$ cat src/rtl/ram_arb_pkg.sv
// rtl/ram_arb_pkg.sv - shared constants and request record for the data RAM arbiter
package ram_arb_pkg;
  localparam int AW        = 13;
  localparam int DW        = 32;
  localparam int RAM_WORDS = 8192;
  localparam int M_CPU     = 0;
  localparam int M_DMA     = 1;

  typedef struct packed {
    logic          we;
    logic [AW-1:0] addr;
    logic [DW-1:0] wdata;
    logic [DW-1:0] wmask;
  } ram_req_t;
endpackage

$ cat src/rtl/ram_arbiter2_if.sv
// rtl/ram_arbiter2_if.sv - master request/response bus and RAM port bus
interface ram_arbiter2_if #(
  parameter int AW = ram_arb_pkg::AW,
  parameter int DW = ram_arb_pkg::DW
);
  logic          req;
  logic          we;
  logic [AW-1:0] addr;
  logic [DW-1:0] wdata;
  logic [DW-1:0] wmask;
  logic          gnt;
  logic          rvalid;
  logic [DW-1:0] rdata;

  modport master (output req, we, addr, wdata, wmask, input gnt, rvalid, rdata);
  modport slave  (input req, we, addr, wdata, wmask, output gnt, rvalid, rdata);
endinterface

interface ram_port_if #(
  parameter int AW = ram_arb_pkg::AW,
  parameter int DW = ram_arb_pkg::DW
);
  logic          cs;
  logic          we;
  logic [AW-1:0] addr;
  logic [DW-1:0] wmask;
  logic [DW-1:0] wdata;
  logic [DW-1:0] rdata;

  modport master (output cs, we, addr, wmask, wdata, input rdata);
  modport slave  (input cs, we, addr, wmask, wdata, output rdata);
endinterface

$ cat src/rtl/ram_arb_starve_ctr.sv
// rtl/ram_arb_starve_ctr.sv - saturating count of master-1 lost contentions and force-grant flag
module ram_arb_starve_ctr #(
  parameter int STARVE_LIMIT = 4
) (
  input  logic clk,
  input  logic resetn,
  input  logic m1_req,
  input  logic m0_gnt,
  input  logic m1_gnt,
  output logic force_m1
);
  // Keep at least one bit so STARVE_LIMIT=0 still elaborates; count then sits at 0 == limit.
  localparam int CW = (STARVE_LIMIT > 0) ? $clog2(STARVE_LIMIT + 1) : 1;
  localparam logic [CW-1:0] LIMIT = CW'(STARVE_LIMIT);

  logic [CW-1:0] count;

  always_ff @(posedge clk) begin
    if (!resetn) begin
      count <= '0;
    end else if (m1_gnt || !m1_req) begin
      count <= '0;
    end else if (m0_gnt && count != LIMIT) begin
      count <= count + CW'(1);
    end
  end

  assign force_m1 = (count == LIMIT);
endmodule

$ cat src/rtl/ram_arbiter2.sv
// rtl/ram_arbiter2.sv - two-master fixed-priority RAM arbiter with starvation override
module ram_arbiter2 #(
  parameter int STARVE_LIMIT = 4,
  parameter int AW           = ram_arb_pkg::AW,
  parameter int DW           = ram_arb_pkg::DW
) (
  input  logic            HCLK,
  input  logic            HRESETn,
  ram_arbiter2_if.slave   m0,
  ram_arbiter2_if.slave   m1,
  ram_port_if.master      ram
);
  import ram_arb_pkg::*;

  logic     gnt0;
  logic     gnt1;
  logic     force_m1;
  logic     rsp_valid;
  logic     rsp_owner;
  ram_req_t win;

  ram_arb_starve_ctr #(
    .STARVE_LIMIT (STARVE_LIMIT)
  ) u_starve (
    .clk      (HCLK),
    .resetn   (HRESETn),
    .m1_req   (m1.req),
    .m0_gnt   (gnt0),
    .m1_gnt   (gnt1),
    .force_m1 (force_m1)
  );

  assign gnt1   = HRESETn & m1.req & (~m0.req | force_m1);
  assign gnt0   = HRESETn & m0.req & ~gnt1;
  assign m0.gnt = gnt0;
  assign m1.gnt = gnt1;

  always_comb begin
    win = '{we: m0.we, addr: m0.addr, wdata: m0.wdata, wmask: m0.wmask};
    if (gnt1) begin
      win = '{we: m1.we, addr: m1.addr, wdata: m1.wdata, wmask: m1.wmask};
    end
  end

  assign ram.cs    = gnt0 | gnt1;
  assign ram.we    = ram.cs & win.we;
  assign ram.addr  = win.addr;
  assign ram.wdata = win.wdata;
  assign ram.wmask = win.wmask;

  always_ff @(posedge HCLK) begin
    if (!HRESETn) begin
      rsp_valid <= 1'b0;
      rsp_owner <= 1'b0;
    end else begin
      rsp_valid <= ram.cs & ~win.we;
      rsp_owner <= gnt1;
    end
  end

  // Gate with reset so a read granted just before reset never surfaces.
  assign m0.rvalid = HRESETn & rsp_valid & (rsp_owner == 1'(M_CPU));
  assign m1.rvalid = HRESETn & rsp_valid & (rsp_owner == 1'(M_DMA));
  assign m0.rdata  = m0.rvalid ? ram.rdata : '0;
  assign m1.rdata  = m1.rvalid ? ram.rdata : '0;
endmodule

$ cat src/flat_wrapper.sv
// flat-port wrapper written by rule: the top's interface ports become plain ports
module ram_arbiter2_flat import ram_arb_pkg::*;
#(
  parameter int STARVE_LIMIT = 4,
  parameter int AW           = ram_arb_pkg::AW,
  parameter int DW           = ram_arb_pkg::DW
)
  (HCLK, HRESETn, m0_req, m0_we, m0_addr, m0_wdata, m0_wmask, m0_gnt, m0_rvalid, m0_rdata, m1_req, m1_we, m1_addr, m1_wdata, m1_wmask, m1_gnt, m1_rvalid, m1_rdata, ram_cs, ram_we, ram_addr, ram_wmask, ram_wdata, ram_rdata);
  ram_arbiter2_if #(.AW(AW), .DW(DW)) m0_i ();
  ram_arbiter2_if #(.AW(AW), .DW(DW)) m1_i ();
  ram_port_if #(.AW(AW), .DW(DW)) ram_i ();
  input  logic HCLK;
  input  logic HRESETn;
  input wire logic [$bits(m0_i.req)-1:0] m0_req;
  input wire logic [$bits(m0_i.we)-1:0] m0_we;
  input wire logic [$bits(m0_i.addr)-1:0] m0_addr;
  input wire logic [$bits(m0_i.wdata)-1:0] m0_wdata;
  input wire logic [$bits(m0_i.wmask)-1:0] m0_wmask;
  output wire logic [$bits(m0_i.gnt)-1:0] m0_gnt;
  output wire logic [$bits(m0_i.rvalid)-1:0] m0_rvalid;
  output wire logic [$bits(m0_i.rdata)-1:0] m0_rdata;
  input wire logic [$bits(m1_i.req)-1:0] m1_req;
  input wire logic [$bits(m1_i.we)-1:0] m1_we;
  input wire logic [$bits(m1_i.addr)-1:0] m1_addr;
  input wire logic [$bits(m1_i.wdata)-1:0] m1_wdata;
  input wire logic [$bits(m1_i.wmask)-1:0] m1_wmask;
  output wire logic [$bits(m1_i.gnt)-1:0] m1_gnt;
  output wire logic [$bits(m1_i.rvalid)-1:0] m1_rvalid;
  output wire logic [$bits(m1_i.rdata)-1:0] m1_rdata;
  output wire logic [$bits(ram_i.cs)-1:0] ram_cs;
  output wire logic [$bits(ram_i.we)-1:0] ram_we;
  output wire logic [$bits(ram_i.addr)-1:0] ram_addr;
  output wire logic [$bits(ram_i.wmask)-1:0] ram_wmask;
  output wire logic [$bits(ram_i.wdata)-1:0] ram_wdata;
  input wire logic [$bits(ram_i.rdata)-1:0] ram_rdata;
  assign m0_i.req = m0_req;
  assign m0_i.we = m0_we;
  assign m0_i.addr = m0_addr;
  assign m0_i.wdata = m0_wdata;
  assign m0_i.wmask = m0_wmask;
  assign m0_gnt = m0_i.gnt;
  assign m0_rvalid = m0_i.rvalid;
  assign m0_rdata = m0_i.rdata;
  assign m1_i.req = m1_req;
  assign m1_i.we = m1_we;
  assign m1_i.addr = m1_addr;
  assign m1_i.wdata = m1_wdata;
  assign m1_i.wmask = m1_wmask;
  assign m1_gnt = m1_i.gnt;
  assign m1_rvalid = m1_i.rvalid;
  assign m1_rdata = m1_i.rdata;
  assign ram_cs = ram_i.cs;
  assign ram_we = ram_i.we;
  assign ram_addr = ram_i.addr;
  assign ram_wmask = ram_i.wmask;
  assign ram_wdata = ram_i.wdata;
  assign ram_i.rdata = ram_rdata;
  ram_arbiter2 #(.STARVE_LIMIT(STARVE_LIMIT), .AW(AW), .DW(DW)) u_core (.HCLK(HCLK), .HRESETn(HRESETn), .m0(m0_i), .m1(m1_i), .ram(ram_i));
endmodule
$ cat config.mk
export PLATFORM = sky130hd
export DESIGN_NAME = ram_arbiter2_flat
export DESIGN_NICKNAME = d
export VERILOG_FILES = /design/src/rtl/ram_arb_pkg.sv /design/src/rtl/ram_arbiter2_if.sv /design/src/rtl/ram_arb_starve_ctr.sv /design/src/rtl/ram_arbiter2.sv /design/src/flat_wrapper.sv
export SDC_FILE = /design/constraint.sdc
export NUM_CORES = 1
export LEC_CHECK = 0
export CORE_AREA = 5 5 128 130
export CTS_CLUSTER_SIZE = 20
export DETAILED_ROUTE_END_ITERATION = 8
export DIE_AREA = 0 0 133 135
export SYNTH_ARGS = -nofsm -noshare
export SYNTH_HDL_FRONTEND = slang
export SYNTH_SLANG_ARGS = --single-unit
$ cat constraint.sdc
create_clock -name HCLK -period 2.4 [get_ports HCLK]
set_input_delay 0.48 -clock HCLK [delete_from_list [all_inputs] [get_ports HCLK]]
set_output_delay 0.48 -clock HCLK [all_outputs]
set_load 0.005 [all_outputs]
**Word-level counts from Yosys, hierarchy flattened**

Cells that the tools add are included.

- Mux-type cells: 3
- Eq/ne operators: 2
- Bitwise operators: 16
- Reductions and logical operators: 4
- Add/sub/neg operators: 1

Operator list:

| operator | number |
|---|---|
| $mux 78 | 1 |
| $mux 32 | 2 |
| $and 1x1->1 | 9 |
| $not 1->1 | 5 |
| $add 3x1->3 const B | 1 |
| $eq 3x3->1 const B | 1 |
| $ne 3x3->1 const B | 1 |
| $or 1x1->1 | 2 |
| $reduce_or 2->1 | 1 |
| $logic_and 1x1->1 | 1 |
| $logic_not 1->1 | 1 |
| $logic_or 1x1->1 | 1 |

- Bits of input ports: 192
- Output and inout port bits: 147
- Logic and storage cells: 29
- Register bits after elaboration: 5

**Longest topological paths before layout**

- Word-level depth: 7
- Depth in mapped cells: 7
- Mapped depth without buffers: 5

**Cells and area by module**

A second synthesis with hierarchy kept.

- Cells, all modules: 196
- Area, all modules: 1,762.9 µm²

By module, submodules not included:

| module | area each (µm²) | sequential area each (µm²) | instances | cells an instance |
|---|---|---|---|---|
| ram_arbiter2 | 1,561.5 | 40.0 | 1 | 177 |
| ram_arb_starve_ctr | 201.4 | 60.1 | 1 | 19 |

**Least setup slack after synthesis**

OpenSTA, ideal clock, no wires.

- Path type: register to output
- Start: register u_core.u_starve.count[0]
- End: output port ram_addr[10]
- Cell stages (with the launch flop): 8
- Data required time: 1.920 ns
- Path slack: 0.407 ns
- Data arrival time: 1.513 ns
- Path buffers: 2
- Cell sequence: dfxtp_1 > inv_1 > ha_1 > a21bo_4 > nor2b_4 > buf_12 > buf_12 > mux2_4

- Word-level cells in the longest chain between the ends: 4

Ends and longest elaborated chain:

| what | line | source |
|---|---|---|
| from (decl) | ram_arb_starve_ctr.sv:16 | `logic [CW-1:0] count;` |
| from (signal assigned) | ram_arb_starve_ctr.sv:24 | `count <= count + CW'(1);` |
| $eq 3x3->1 | ram_arb_starve_ctr.sv:28 | `assign force_m1 = (count == LIMIT);` |
| $or 1x1->1 | ram_arbiter2.sv:33 | `assign gnt1 = HRESETn & m1.req & (~m0.req \| force_m1);` |
| $and 1x1->1 | ram_arbiter2.sv:33 |  |
| $mux 78 | ram_arbiter2.sv:40 | `if (gnt1) begin` |
| to (decl) | flat_wrapper.sv:32 | `output wire logic [$bits(ram_i.addr)-1:0] ram_addr;` |

No other way between the ends.

**Final worst setup path**

- Start: register u_core.u_starve.count[1]
- End: output port ram_wmask[15]

- Word-level cells in the longest chain between the ends: 4

Ends and longest elaborated chain:

| what | line | source |
|---|---|---|
| $eq 3x3->1 | ram_arb_starve_ctr.sv:28 |  |
| $or 1x1->1 | ram_arbiter2.sv:33 |  |
| $and 1x1->1 | ram_arbiter2.sv:33 |  |
| $mux 78 | ram_arbiter2.sv:40 |  |
| to (decl) | flat_wrapper.sv:33 | `output wire logic [$bits(ram_i.wmask)-1:0] ram_wmask;` |

No other way between the ends.

==> run summary <==
status: finished with violations
Clock transition at path regs: 0.03 ns
pwr dens: 205.1 nW/um^2
Max clock buf depth: 2
gpl congestion: 0.8491
Hold Buf Count CTS: 0
RSZ-0062 raised after global routing: true
RR Endpoint: u_core.rsp_valid
Relative slew margins: 88.65%
Distinct cells, synth: 22
drt first-iter violations: 48
Fmax achieved: 398.6 MHz
Worst Max-Slew Pin Slew: 0.1699 ns
average wire per standard cell: 18.48 um
vias in the first global route: 3322
final period utilization: 104.5%
initial antenna violation count: 0
mux cell area share after synthesis: 57.77%
Setup Crit Path Kind: reg2out
DRT Pass-1 Iters: 4
post-DP HPWL: 11150 um
worst min-delay path category: reg2reg
Max-Cap Viols: 0
DRC Markers: 0
DRT antenna net count: 0
CP Capture Type: primary output
flop2flop setup slack: 0.94 ns
Hold Path Origin: u_core.u_starve.count[0]
starting density of the core: 13.50%
Yosys reg bits: 5
die height: 135 um
area of the mapped netlist: 2029 um^2
adder-cell share of the synthesized area: 1.233%
CTS root buffer: clkbuf_16
final setup TNS: -1.680 ns
die area: 17960 um^2
failing checks: setup timing
I/O pin total: 339
proportion of layout cells with a drive suffix above 1: 38.15%
Site Rows: 45
Synth-to-Final Area Change: 213.1%
Via density: 3.901
cell count after synthesis: 187
Mean Syn Cell Area: 10.85 um^2
complex-gate fraction of the synthesized area: 1.418%
Worst Hold End: u_core.u_starve.count[0]
Min Clock Period, post-route: 2.509 ns
clk sinks: 5
final hold viol count: 0
syn_nets: 381
Crit Reg-Reg Startpoint: u_core.u_starve.count[1]
Fillers: 1435
most common library cell in the layout ignoring fill and taps: clkdlybuf4s50_1
total track usage: 13.82%
largest family of logic cells by synthesized area: multiplexers
final WL: 13840 um
largest net degree at the start of global routing: 34
worst r2r path cells: 8
Final Max Tran Viols: 0
H-tree lvl count: 1
diodes inserted: 0
Clk Latency, worst-skew pair: 0.22 ns
xor and xnor area share after synthesis: 0%
most frequent cells in the layout: 223 x clkdlybuf4s50_1, 77 x mux2_4, 77 x buf_6
Util after Layout: 42.26%
Die Wd: 133 um
TritonCTS clock tree: done
cts bufs inserted: 3
skew final: 0.0003766 ns
Layout Nets: 756
Critical Path Fanout Max: 7
Leakage Power: 3.045 nW
global-route wire length before repair: 19510 um
PortBufs: 338
sequential share of the synthesized area: 4.932%
Peak VDD IR: 168.2 uV
total gr overflow: 0
Simple-Gate Fraction of Synth Area: 23.92%
core region area: 15030 um^2
Arr. time, crit path: 2.03 ns
WHS Path Cells: 2
# setup viols final: 22
Setup Slack @ Placement: -0.6218 ns
setup ws final: -0.1087 ns
Synth Warn #: 0
Vias: 2922
Setup crit start kind: register
CP required: 1.92 ns
-- cells in the mapped netlist --
cell	count	area, um^2
mux2_4	76	1141
and2_1	64	400.4
buf_12	9	180.2
clkbuf_1	6	22.52
dfxtp_1	5	100.1
inv_1	4	15.01
nand2_1	3	11.26
nor2_1	3	11.26
ha_1	2	25.02
mux2i_1	2	20.02
nor3_1	2	10.01
a21bo_4	1	16.27
and3_1	1	6.260
mux2_1	1	11.26
nand2_2	1	6.260
nand2b_1	1	6.260
nand4_1	1	6.260
nor2b_1	1	6.260
nor2b_4	1	13.76
nor3b_1	1	7.510
o21a_1	1	7.510
o21ai_1	1	5.000
-- kinds of logic (layout without fill, tap and decap cells) --
logic type / after synthesis / after routing
flip-flops: 5 / 5
AO/OA/AOI/OAI: 3 / 3
multiplexers: 79 / 79
AND/OR/NAND/NOR: 79 / 79
buffers and inverters: 19 / 393
adder cells (fa/ha/maj): 2 / 2
-- power by group --
part | switching (mW) | internal (mW)
Sequential | 0.00215 | 0.0867
Clock | 0.0497 | 0.220
Combinational | 0.255 | 0.690
Total | 0.306 | 0.997
-- per-stage QoR --
| step | std cells | power [mW] | hold slack (ns) | cell area, um^2 |
|---|---|---|---|---|
| floorplan | 187 | 0.3432 | 0.4278 | 2029 |
| global placement | 721 | 0.9408 | 0.4991 | 5668 |
| detailed placement | 721 | 0.9435 | 0.5135 | 5668 |
| CTS | 744 | 1.294 | 0.4977 | 6181 |
| global route | 749 | 1.363 | 0.5180 | 6354 |
| finish | 749 | 1.303 | 0.5076 | 6354 |
-- final cells by class --
| class | count | area, um^2 | share of cell area [%] |
|---|---|---|---|
| clock buffer | 4 | 78.83 | 1.241 |
| inverter | 4 | 15.01 | 0.2363 |
| multi-input combinational | 163 | 1740 | 27.39 |
| sequential | 5 | 102.6 | 1.615 |
| tap | 188 | 235.2 | 3.702 |
| timing repair buffer | 385 | 4182 | 65.81 |
-- per-layer routing --
layer / GRT usage [%] / vias up / part of all wire, %
met2: 25.51 / 198 / 51
met4: 2.136 / 0 / 0.80
met1: 14.60 / 1327 / 36
li1: - / 1391 / -
met3: 6.483 / 6 / 12
met5: 0 / - / 0
-- worst max-delay path, stage by stage, from the launching register on --
cell,delay [ns]
dfxtp_2,0.33
inv_2,0.04
ha_4,0.15
a21bo_4,0.20
nor2b_4,0.13
buf_6,0.13
buf_16,0.13
buf_12,0.13
buf_16,0.14
mux2_4,0.31
buf_6,0.12
-- sequential cells by signal (all words and copies together), names as in the netlist --
name	flops
u_core.u_starve.count	3
u_core.rsp_owner	1
u_core.rsp_valid	1
-- how the worst max path moves through the flow --
stage | to | slack [ns] | start | cells after the start
final | ram_wmask[15] | -0.11 | u_core.u_starve.count[1] | 10
after global routing | ram_wmask[3] | -0.16 | u_core.u_starve.count[1] | 10
after CTS | ram_wmask[15] | -0.14 | u_core.u_starve.count[1] | 10
after detailed placement | ram_wdata[9] | -0.62 | m0_req | 7
after global placement | ram_wmask[21] | -0.59 | m0_req | 7
after floorplan | ram_addr[10] | 0.41 | u_core.u_starve.count[0] | 7
-- what timing repair did --
| item | 4_1_cts | 5_1_grt |
|---|---|---|
| buffers inserted | 10 | 6 |
| resized for setup | 421 | 39 |
| endpoints found under the hold margin | 0 | 0 |
| pin swaps | 2 | 1 |
| endpoints found under the setup margin | 146 | 95 |
| cloned | 9 | 2 |
Note: power is estimated with default switching activity, not from simulation.
==> RTL edit: new RTL, same settings <==
Reset style: asynchronous (`HRESETn` and `resetn`), changed in 2 clocked blocks.
--- a/src/rtl/ram_arb_starve_ctr.sv
+++ b/src/rtl/ram_arb_starve_ctr.sv
@@ -15,7 +15,7 @@
 
   logic [CW-1:0] count;
 
-  always_ff @(posedge clk) begin
+  always_ff @(posedge clk or negedge resetn) begin
     if (!resetn) begin
       count <= '0;
     end else if (m1_gnt || !m1_req) begin
--- a/src/rtl/ram_arbiter2.sv
+++ b/src/rtl/ram_arbiter2.sv
@@ -48,7 +48,7 @@
   assign ram.wdata = win.wdata;
   assign ram.wmask = win.wmask;
 
-  always_ff @(posedge HCLK) begin
+  always_ff @(posedge HCLK or negedge HRESETn) begin
     if (!HRESETn) begin
       rsp_valid <= 1'b0;
       rsp_owner <= 1'b0;
Function: same outputs for any inputs over 10 cycles, from zero or initial values and one cycle with HRESETn low; that may be too few to reach the edited logic, so the function may still have changed.
==> RTL edit against the original RTL <==
The flow still finishes with violations (negative setup slack). Routed wire length is 6.2% higher. Clock skew is 0.0031 ns higher. Synthesized cell count is 2.1% higher. Setup slack better by 0.030 ns. Total power is 3.6% lower. Cell area is 5.2% lower. Area after synthesis is 1.8% higher. Sequential cell count stayed put. Critical path type unchanged. Largest cell class unchanged. Highest routed layer unchanged.
==> RTL edit: results (changes against the original RTL) <==
| Metric | Value |
|---|---|
| Drt wl/cell | `19.8 µm (+7.4%)` |
| Setup violations, final | `33 (+50%)` |
| DR WL met3 | `1480 µm (-8.9%)` |
| Mux contribution to synthesized area | `56.2% (-1.5 points)` |
| Fin area | `6020 µm² (-5.2%)` |
| Critical Path Start | `u_core.u_starve.count[0]$_DFFE_PN0P_` |
| Pleak | `0.00289 µW (-5.2%)` |
| Final clock-cell share | `1.31% (+0.068 points)` |
| Clk_skew | `0.00351 ns (+0.00313 ns)` |
| First-pass GRT wire length | `20700 µm (+5.9%)` |
| Seq. cell area | `125 µm² (+22%)` |
| Main synth FF type | `dfrtp_1` |
| Largest cells by area after synthesis | `mux2_4 (55%), and2_1 (19%), buf_12 (7.7%)` |
| Initial DRC count | `65 (+35%)` |
| GR Util met1 | `17.4% (+2.8 points)` |
| Ratio of cells with drive above 1 in the final layout | `36.0% (-2.2 points)` |
| Post-synth cell types | `25 (+14%)` |
| Compound-Gate Fraction of Synth Area | `3.21% (+1.8 points)` |
| Critical Path Slowest Stage Cell | `dfrtp_1` |
| Net Sw Frac | `24.8% (+1.3 points)` |
| Nets | `748 (-1.1%)` |
| M2 GR Usage | `26.6% (+1.1 points)` |
| Status | `finished with violations` |
| Clk pwr | `278 µW (+3%)` |
| Comb_multi_in | `167 (+2.5%)` |
| Asr flop ratio synth | `100% (+100 points)` |
| Area of the multi-input gates | `1780 µm² (+2.0%)` |
| Clock network power share | `22.1% (+1.4 points)` |
| Post-placement cell count | `718 (-0.42%)` |
| Buffers excl. clock | `373 (-3.1%)` |
| Total GRT Usage | `14.8% (+0.93 points)` |
| Fillers | `1469 (+2.4%)` |
| Post-Synth Adder-Cell Area | `1.21% (-0.022 points)` |
| Failing checks | `negative setup slack` |
| VDD IR max | `0.192 mV (+14%)` |
| Gate power share | `70.7% (-1.8 points)` |
| Final GP Congestion | `0.869 (+2.3%)` |
| Vias | `2945 (+0.79%)` |
| DP Worst Slack | `-0.561 ns (+0.0611 ns)` |
| Max stage delay on crit path | `0.38 ns (+0.05 ns)` |
| Synth cell count leaders | `mux2_4 (76), and2_1 (64), buf_12 (8)` |
| Reg-to-reg endpoint | `u_core.rsp_valid$_DFF_PN0_` |
| Post-synthesis sequential area ratio | `6.05% (+1.1 points)` |
| Setup ws final | `-0.0782 ns (+0.0304 ns)` |
| Crit Path Max Fanout | `8 (+1)` |
| HP Class | `in -> async` |
| Vias in the first global route | `3352 (+0.90%)` |
| DRT met1 WL | `5940 µm (+18%)` |
## RTL edit: worst min path at each step
| stage | startpoint | to | slack [ns] | cells after the start |
|---|---|---|---|---|
| after floorplan | HRESETn | u_core.rsp_owner$_DFF_PN0_ | 0.18 | 0 |
| after global placement | u_core.u_starve.count[0]$_DFFE_PN0P_ | u_core.u_starve.count[0]$_DFFE_PN0P_ | 0.54 | 3 |
| after CTS | HRESETn | u_core.rsp_owner$_DFF_PN0_ | 0.27 | 2 |
| final | HRESETn | u_core.rsp_owner$_DFF_PN0_ | 0.26 | 2 |
| after global routing | HRESETn | u_core.rsp_owner$_DFF_PN0_ | 0.27 | 2 |
| after detailed placement | u_core.u_starve.count[0]$_DFFE_PN0P_ | u_core.u_starve.count[0]$_DFFE_PN0P_ | 0.57 | 3 |
## RTL edit: what timing repair did
action,4_1_cts,5_1_grt
gates resized for setup,338,64
gates cloned,5,1
endpoints found under the setup margin,147,93
pin swaps,5,4
setup buffers,15,4
